==> config.mk <==
export PLATFORM = sky130hd
export DESIGN_NAME = mem_responder
export DESIGN_NICKNAME = d
export VERILOG_FILES = /design/src/rtl/mcp_mem_pkg.sv /design/src/rtl/mem_word_array.sv /design/src/rtl/mem_responder.sv
export SDC_FILE = /design/constraint.sdc
export NUM_CORES = 2
export LEC_CHECK = 0
export BUFFER_PORTS_ARGS = -buffer_cell sky130_fd_sc_hd__buf_4
export CAP_MARGIN = 20
export CORE_ASPECT_RATIO = 0.8
export CORE_MARGIN = 2
export CORE_UTILIZATION = 60
export CTS_CLUSTER_DIAMETER = 50
export DETAILED_ROUTE_END_ITERATION = 12
export GPL_TIMING_DRIVEN = 1
export PLACE_DENSITY = 0.76
export SLEW_MARGIN = 20
export SYNTH_ARGS = -nofsm -noshare
export SYNTH_HDL_FRONTEND = slang
export SYNTH_SLANG_ARGS = --single-unit
==> constraint.sdc <==
create_clock -name clk_i -period 6.7 [get_ports clk_i]
set_input_delay 0.335 -clock clk_i [delete_from_list [all_inputs] [get_ports clk_i]]
set_output_delay 0.335 -clock clk_i [all_outputs]
set_load 0.02 [all_outputs]
==> src/rtl/mcp_mem_pkg.sv <==
// Shared types and constants for the multicycle memory responder.
// Holds the responder state encoding and the data word width.
package mcp_mem_pkg;

  localparam int WORD_W = 32;

  typedef enum logic [1:0] {
    IDLE,
    WAIT,
    RESP
  } state_e;

  function automatic logic is_misaligned(input logic [1:0] lo);
    return lo != 2'b00;
  endfunction

endpackage

==> src/rtl/mem_word_array.sv <==
// Word storage: one synchronous write port, one combinational read port.
// Contents are not reset; they survive responder resets.
module mem_word_array
  import mcp_mem_pkg::*;
#(
  parameter int DEPTH_WORDS = 64,
  localparam int AW = $clog2(DEPTH_WORDS)
) (
  input  logic              clk,
  input  logic              we,
  input  logic [AW-1:0]     waddr,
  input  logic [WORD_W-1:0] wdata,
  input  logic [AW-1:0]     raddr,
  output logic [WORD_W-1:0] rdata
);

  logic [WORD_W-1:0] mem [DEPTH_WORDS];

  always_ff @(posedge clk) begin
    if (we) begin
      mem[waddr] <= wdata;
    end
  end

  assign rdata = mem[raddr];

endmodule

==> src/rtl/mem_responder.sv <==
// Multicycle memory responder: accepts one access, waits WAIT_CYCLES,
// then pulses ready_o with the read (or written) data for one cycle.
module mem_responder
  import mcp_mem_pkg::*;
#(
  parameter int DEPTH_WORDS = 64,
  parameter int WAIT_CYCLES = 2
) (
  input  logic              clk_i,
  input  logic              reset_i,
  input  logic              req_i,
  input  logic              we_i,
  input  logic [31:0]       addr_i32,
  input  logic [WORD_W-1:0] wdata_i32,
  output logic [WORD_W-1:0] rdata_o32,
  output logic              ready_o,
  output logic              busy_o,
  output logic              misalign_o
);

  localparam int AW = $clog2(DEPTH_WORDS);
  localparam logic [3:0] WAIT_LD = 4'(WAIT_CYCLES);

  state_e state;
  state_e state_nx;
  logic [3:0] cnt;

  logic              cap_we;
  logic [AW-1:0]     cap_idx;
  logic              cap_mis;
  logic [WORD_W-1:0] cap_wdata;

  logic              accept;
  logic              live_mis;
  logic              cur_we;
  logic [AW-1:0]     cur_idx;
  logic [WORD_W-1:0] cur_wdata;
  logic [WORD_W-1:0] rd_word;
  logic              mem_we;
  logic              unused_addr;

  assign unused_addr = ^addr_i32[31:AW+2];

  assign accept   = (state == IDLE) && req_i;
  assign live_mis = is_misaligned(addr_i32[1:0]);

  // With zero wait states the response loads on the accept edge,
  // so the live request fields feed the datapath while idle.
  always_comb begin
    cur_we    = cap_we;
    cur_idx   = cap_idx;
    cur_wdata = cap_wdata;
    if (state == IDLE) begin
      cur_we    = we_i;
      cur_idx   = addr_i32[AW+1:2];
      cur_wdata = wdata_i32;
    end
  end

  // Commit on the edge leaving RESP so a reset in RESP drops the write.
  assign mem_we = (state == RESP) && cap_we && !cap_mis && !reset_i;

  mem_word_array #(
    .DEPTH_WORDS(DEPTH_WORDS)
  ) u_array (
    .clk  (clk_i),
    .we   (mem_we),
    .waddr(cap_idx),
    .wdata(cap_wdata),
    .raddr(cur_idx),
    .rdata(rd_word)
  );

  always_comb begin
    state_nx = state;
    unique case (state)
      IDLE: begin
        if (req_i) begin
          state_nx = (WAIT_CYCLES == 0) ? RESP : WAIT;
        end
      end
      WAIT: begin
        if (cnt == 4'd1) begin
          state_nx = RESP;
        end
      end
      RESP:    state_nx = IDLE;
      default: state_nx = IDLE;
    endcase
  end

  always_ff @(posedge clk_i) begin
    if (reset_i) begin
      state      <= IDLE;
      cnt        <= '0;
      rdata_o32  <= '0;
      misalign_o <= 1'b0;
      cap_we     <= 1'b0;
      cap_idx    <= '0;
      cap_mis    <= 1'b0;
      cap_wdata  <= '0;
    end else begin
      state <= state_nx;
      if (accept) begin
        cnt       <= WAIT_LD;
        cap_we    <= we_i;
        cap_idx   <= addr_i32[AW+1:2];
        cap_mis   <= live_mis;
        cap_wdata <= wdata_i32;
        if (live_mis) begin
          misalign_o <= 1'b1;
        end
      end else if (state == WAIT) begin
        cnt <= cnt - 4'd1;
      end else begin
        cnt <= '0;
      end
      if (state_nx == RESP) begin
        rdata_o32 <= cur_we ? cur_wdata : rd_word;
      end
    end
  end

  assign ready_o = (state == RESP);
  assign busy_o  = (state != IDLE);

endmodule
-- Word level (Yosys, flattened, before mapping)
Memories as Yosys holds them, arrays and structs flattened.
Cells that the tools add are included.
Widths: inputs -> output; s select.
- flip-flop bits (word level): 79
- bits in latches: 0
- bits in writable memories: 2048
- ROM bits: 0
- output and inout port bits: 35
- logic and storage cells: 38
- memories: 1
- memories (name ; words ; bits a word ; rd ports ; clocked after Yosys merged registers in ; wr ports ; RTL line ; RTL):
    u_array.mem ; 64 ; 32 ; 1 ; 0 ; 1 ; mem_word_array.sv:17 ; logic [WORD_W-1:0] mem [DEPTH_WORDS];
- add/subtract/negate cells: 1
- multiply operators: 0
- divide/modulo/power cells: 0
- order comparisons: 0
- equality and inequality tests: 4
- shift operators: 0
- muxes and demuxes: 11
- bitwise logic cells: 1
- reductions and logical operators: 11
- operators by type and width (operator ; number):
    $mux 32 ; 2
    $mux 2 ; 4
    $mux 6 ; 1
    $eq 2x2->1 const B ; 2
    $eq 4x1->1 const B ; 1
    $logic_and 1x1->1 ; 4
    $pmux 2 s2 ; 1
    $reduce_bool 2->1 ; 2
    $sub 4x1->4 const B ; 1
    $mux 1 ; 3
    $reduce_or 3->1 ; 1
    $eq 2x1->1 const B ; 1
    $logic_not 1->1 ; 2
    $logic_not 2->1 ; 1
    $reduce_and 2->1 ; 1
    $not 1->1 ; 1

-- Longest topological paths before layout
- depth after elaboration: 6
- mapped depth: 12

-- Hierarchy
A second synthesis with hierarchy kept.
- cells, all modules: 3699
- area, all modules: 81356.8 um2
- by module, submodules not included (module ; times used ; cells each ; area an instance (um2) ; seq. area each (um2)):
    mem_word_array ; 1 ; 3292 ; 77874.7 ; 61499.0
    mem_responder ; 1 ; 407 ; 3482.1 ; 1581.5

-- Worst setup path before layout
No wires, ideal clock.
- path type: input to register
- start: input port reset_i
- end: memory u_array.mem[31][0], enable pin
- setup time: 0.421 ns
- arrival: 2.735 ns
- slack: 3.543 ns
- stages on the path: 4
- path buffers: 1
- cells stage by stage: clkbuf_1 nor4b_1 nand3_1 nor2_1
- longest elaborated chain between the ends: 4
- ends and longest elaborated chain (what ; RTL line ; RTL):
    start, declared ; mem_responder.sv:10 ; input logic reset_i,
    $logic_not 1->1 ; mem_responder.sv:61 ; assign mem_we = (state == RESP) && cap_we && !cap_mis && !reset_i;
    $logic_and 1x1->1 ; mem_responder.sv:61 ;
    $mux 1 ; mem_word_array.sv:20 ; if (we) begin
    $mux 1 (implied by the code) ; mem_word_array.sv:21 ; mem[waddr] <= wdata;
    end, declared ; mem_word_array.sv:17 ;
Every way passes these cells.

-- Final worst setup path
- start: register state[0]
- end: register rdata_o32[17]
- longest elaborated chain between the ends: 4
- elaborated cells between the ends (all ways): 11
- those cells by class: 2 x eq/ne; 7 x mux; 1 x reduce/logical; 1 x memory
- ends and longest elaborated chain (what ; RTL line ; RTL):
    start, declared ; mem_responder.sv:24 ; state_e state;
    start signal, assigned ; mem_responder.sv:103 ; state <= state_nx;
    $logic_not 2->1 ; mem_responder.sv:53, mem_responder.sv:76 ;
    $mux 6 ; mem_responder.sv:53 ; if (state == IDLE) begin
    $mem_v2 64x32 ; - ;
    $mux 32 ; mem_responder.sv:119 ; rdata_o32 <= cur_we ? cur_wdata : rd_word;
    end signal, assigned ; mem_responder.sv:119 ;
    end, declared ; mem_responder.sv:15 ; output logic [WORD_W-1:0] rdata_o32,
Parallel ways exist; a longest one is shown, timed or not.
A chain may end at the register's enable or synchronous reset.

==> out/summary.json <==
{
  "cts-htree-levels": 4,
  "crit_fanout": 138,
  "drtPass1Iterations": 9,
  "grt_start_max_net_pins": 189,
  "globalRouteTotalUtil_pct": 30.2,
  "crit_path_start_kind": "flop",
  "die_height_microns": 336,
  "antenna_violations_before_repair": 5,
  "cts.root.buffer_cell": "sky130_fd_sc_hd__clkbuf_16",
  "critical_path.most_common_cell": "sky130_fd_sc_hd__o22ai_1",
  "clock_tree_from_tritoncts": "done",
  "timing.critical_path.slowest_cell_delay_ns": 0.75,
  "critPathSlowestCell": "sky130_fd_sc_hd__mux2i_4",
  "routabilityCongestion": 0.951,
  "timing.rr.end": "rdata_o32[17]",
  "critical_path.startpoint": "state[0]",
  "setup_total_negative_slack_ns": 0,
  "synth.avg_cell_area_sq_um": 15.9,
  "seq_area_frac_synth_pct": 76.5,
  "worstRegToRegCells": 10,
  "io_pins": 103,
  "rrSetupSlack_ns": 1.86,
  "synth-compound-area-share_pct": 7.04,
  "synth_simple_gate_area_share_pct": 6.12,
  "port_buffers": 78,
  "yosys.area_share.xor_xnor_pct": 0.0212,
  "routed_wl_microns": 216000,
  "post_syn_nets": 5254,
  "post_route_cells_drive_above_1_share_pct": 16.2,
  "final-hold-violation-count": 0,
  "ctsLongestPathBuffers": 3,
  "setup.worst_path.end": "rdata_o32[17]",
  "finalClockSkew_ns": 0.0314,
  "cp_top_family": "compound AO/OA/AOI/OAI gates",
  "first_global_vias": 45200,
  "num_vias": 48400,
  "hold_class": "input port to flop",
  "synth_top_family_by_area": "multiplexers",
  "grt_setup_unrepaired": "false",
  "chipWidth_microns": 419,
  "fillCellCount": 8394,
  "numClockSinks": 2127,
  "power.static_leakage_uw": 0.0303,
  "crit_path_end_kind": "flop",
  "place.detailed.hpwl_microns": 114000,
  "power_density_mw_per_mm2": 308,
  "drc": 0,
  "timing.hold.worst.start": "reset_i",
  "post_drt_via_cell_ratio": 6.66,
  "worst_slew_margin_rel_pct": 18.6,
  "cp.depth": 10,
  "final_antenna_net_count": 0,
  "cts_repair_resize_count": 0,
  "period_needed_ns": 4.84,
  "synth_edf_count": 2048,
  "nNetsFinal": 5400,
  "worst-slew-pin-transition_ns": 1.21,
  "cts.hold.buffers_added": 39,
  "design.die.area_sq_mm": 0.141,
  "worst_ep_required_time_ns": 7.43,
  "rows": 121,
  "grt.overflow.total": 0,
  "setup_violations": 0,
  "postSynth.asyncResetShare_pct": 0,
  "critical_path.n_buffers_inverters": 2,
  "syn_to_final_growth_pct": 12.3,
  "fp.coreArea_sq_mm": 0.136,
  "worstPathCellList": "nor2_4 -> mux2i_4 -> buf_12 -> nand2_2 -> buf_4 -> o22ai_1 -> a221oi_1 -> o22ai_1 -> o21ai_1 -> a32o_1",
  "ys_types": 52,
  "synth_adder_area_share_pct": 0.0303,
  "timing.fmax_mhz": 207,
  "synth_mux_area_share_pct": 8.21,
  "max_cap_violations": 0,
  "ys_warn_count": 0,
  "final_min_period_over_clock_period_pct": 72.2,
  "postLayoutCoreUtil_pct": 68.0,
  "synth-seq-cells": 2127,
  "first_pass_grt_wire_length_microns": 304000,
  "cts_clock_pin_slew_for_the_worst_setup_and_hold_paths_ns": 0.06,
  "postSynthCellCount": 5184,
  "worstPathArrival_ns": 5.57,
  "number_of_max_slew_violations_in_the_final_report": 0,
  "r2r_startpoint": "state[0]",
  "initial_utilization_pct": 60.6,
  "ir_drop_uv": 289,
  "wire_per_inst_microns": 29.7,
  "status": "completed",
  "timing.setup.critical_path_class": "flop to flop",
  "cts.repair_timing.setup_buffer_count": 0,
  "postSynth.topFlopCell": "sky130_fd_sc_hd__edfxtp_1",
  "netlist_area_sq_mm": 0.0825,
  "dr.first_iter.drc_count": 8487,
  "cts_buffers": 195,
  "insertion_delay_ns": 0.84
}
-- cell type report --
class                   count  area, sq um  area share (%)
multi-input cells        2719        18300            19.8
clock buffers             267         5400            5.83
clock inverters            87          731           0.789
diodes                      2         5.00         0.00540
flip-flops and latches   2127        63100            68.1
repair buffers            279         2790            3.01
inverters                   8         30.0          0.0324
well taps                1783         2230            2.41
-- Yosys cell counts (all sizes together), types with 3 or more instances --
| master | number | area share (%) |
|---|---|---|
| edfxtp | 2048 | 75 |
| nand2 | 757 | 3.5 |
| mux2i | 380 | 4.6 |
| mux2 | 258 | 3.5 |
| o22ai | 223 | 1.7 |
| a21oi | 202 | 1.2 |
| a221oi | 191 | 2.0 |
| nor2 | 187 | 0.89 |
| buf | 171 | 1.4 |
| clkbuf | 159 | 0.72 |
| nand3 | 113 | 0.69 |
| o21ai | 88 | 0.53 |
| dfxtp | 79 | 1.9 |
| a31oi | 70 | 0.54 |
| nand4 | 63 | 0.48 |
| nor4 | 34 | 0.26 |
| a22oi | 32 | 0.29 |
| a32o | 32 | 0.39 |
| nor3 | 29 | 0.18 |
| a32oi | 27 | 0.29 |
| inv | 8 | 0.036 |
| nand3b | 6 | 0.055 |
| and3 | 3 | 0.023 |
-- per-layer routing --
metal	share of wire (%)	GRT usage, %
met3	14	9.53
met1	38	43.6
met5	0.056	0
met2	43	42.2
met4	4.5	14.0
-- where the power goes --
part | internal [uW] | switching, uW | total [uW] | leakage (uW)
logic | 880 | 2220 | 3100 | 0.00819
clock network | 6070 | 4680 | 10800 | 0.00297
registers | 14700 | 36.8 | 14700 | 0.0192
-- metrics by stage --
stage	cell area, sq um	cells	setup slack [ns]	total power [uW]	hold slack [ns]
floorplan	82500	5184	3.54	16800	0.429
global placement	85300	6843	2.14	17900	0.438
detailed placement	85400	6848	2.05	17900	0.446
CTS	91900	7241	2.05	28500	0.0102
global route	92600	7270	1.80	29200	0.0362
finish	92600	7272	1.86	28600	0.0436
-- sequential cells by signal, summed over array words and instances (netlist names) --
| register | cells |
|---|---|
| cap_mis | 1 |
| cap_idx | 6 |
| cap_we | 1 |
| state | 2 |
| rdata_o32 | 32 |
| cap_wdata | 32 |
| u_array.mem | 2048 |
| cnt | 4 |
| misalign_o | 1 |
-- worst min-delay path by stage --
| stage | to | slack [ns] | cells past startpoint |
|---|---|---|---|
| global placement | misalign_o | 0.44 | 2 |
| detailed placement | misalign_o | 0.45 | 2 |
| finish | cap_wdata[31] | 0.04 | 2 |
| CTS | cap_wdata[31] | 0.01 | 2 |
| global route | cap_wdata[29] | 0.04 | 2 |
| floorplan | cnt[0] | 0.43 | 1 |
-- layout by cell type (no fill, tap or decap), types with 4 or more instances in the layout --
| master | synthesis | layout |
|---|---|---|
| sky130_fd_sc_hd__edfxtp_1 | 2048 | 2048 |
| sky130_fd_sc_hd__nand2_1 | 756 | 746 |
| sky130_fd_sc_hd__mux2i_1 | 378 | 377 |
| sky130_fd_sc_hd__mux2_2 | 257 | 256 |
| sky130_fd_sc_hd__o22ai_1 | 223 | 223 |
| sky130_fd_sc_hd__clkbuf_16 | 0 | 203 |
| sky130_fd_sc_hd__a21oi_1 | 202 | 201 |
| sky130_fd_sc_hd__buf_4 | 25 | 200 |
| sky130_fd_sc_hd__a221oi_1 | 191 | 191 |
| sky130_fd_sc_hd__nor2_1 | 182 | 114 |
| sky130_fd_sc_hd__nand3_1 | 113 | 113 |
| sky130_fd_sc_hd__nor2_4 | 4 | 70 |
| sky130_fd_sc_hd__a31oi_1 | 69 | 68 |
| sky130_fd_sc_hd__nand4_1 | 63 | 63 |
| sky130_fd_sc_hd__clkbuf_1 | 158 | 56 |
| sky130_fd_sc_hd__o21ai_0 | 55 | 55 |
| sky130_fd_sc_hd__dfxtp_1 | 79 | 47 |
| sky130_fd_sc_hd__clkinv_1 | 0 | 39 |
| sky130_fd_sc_hd__dlygate4sd3_1 | 0 | 39 |
| sky130_fd_sc_hd__o21ai_1 | 33 | 33 |
| sky130_fd_sc_hd__a22oi_1 | 32 | 32 |
| sky130_fd_sc_hd__a32o_1 | 32 | 32 |
| sky130_fd_sc_hd__dfxtp_2 | 0 | 32 |
| sky130_fd_sc_hd__nor4_1 | 34 | 30 |
| sky130_fd_sc_hd__nor3_1 | 29 | 28 |
| sky130_fd_sc_hd__a32oi_1 | 27 | 27 |
| sky130_fd_sc_hd__clkinv_2 | 0 | 21 |
| sky130_fd_sc_hd__buf_16 | 0 | 18 |
| sky130_fd_sc_hd__buf_12 | 0 | 17 |
| sky130_fd_sc_hd__bufinv_16 | 0 | 12 |
| sky130_fd_sc_hd__nand2_2 | 0 | 9 |
| sky130_fd_sc_hd__clkinvlp_4 | 0 | 8 |
| sky130_fd_sc_hd__clkbuf_8 | 0 | 8 |
| sky130_fd_sc_hd__inv_1 | 7 | 7 |
| sky130_fd_sc_hd__nand3b_1 | 6 | 6 |
| sky130_fd_sc_hd__nor4_2 | 0 | 4 |
| sky130_fd_sc_hd__inv_6 | 0 | 4 |
| sky130_fd_sc_hd__buf_8 | 7 | 4 |
-- kinds of logic (layout without fill, tap and decap cells) --
kind of cell,Yosys count,count (layout)
adders and majority gates,2,2
AOI/OAI and AO/OA,871,871
muxes,640,640
and+or+nand+nor,1204,1204
xor gates and xnor gates,2,2
DFF,2127,2127
buffers and inverters,338,641
other,0,2
No activity file was read; power rests on OpenSTA's default activity.
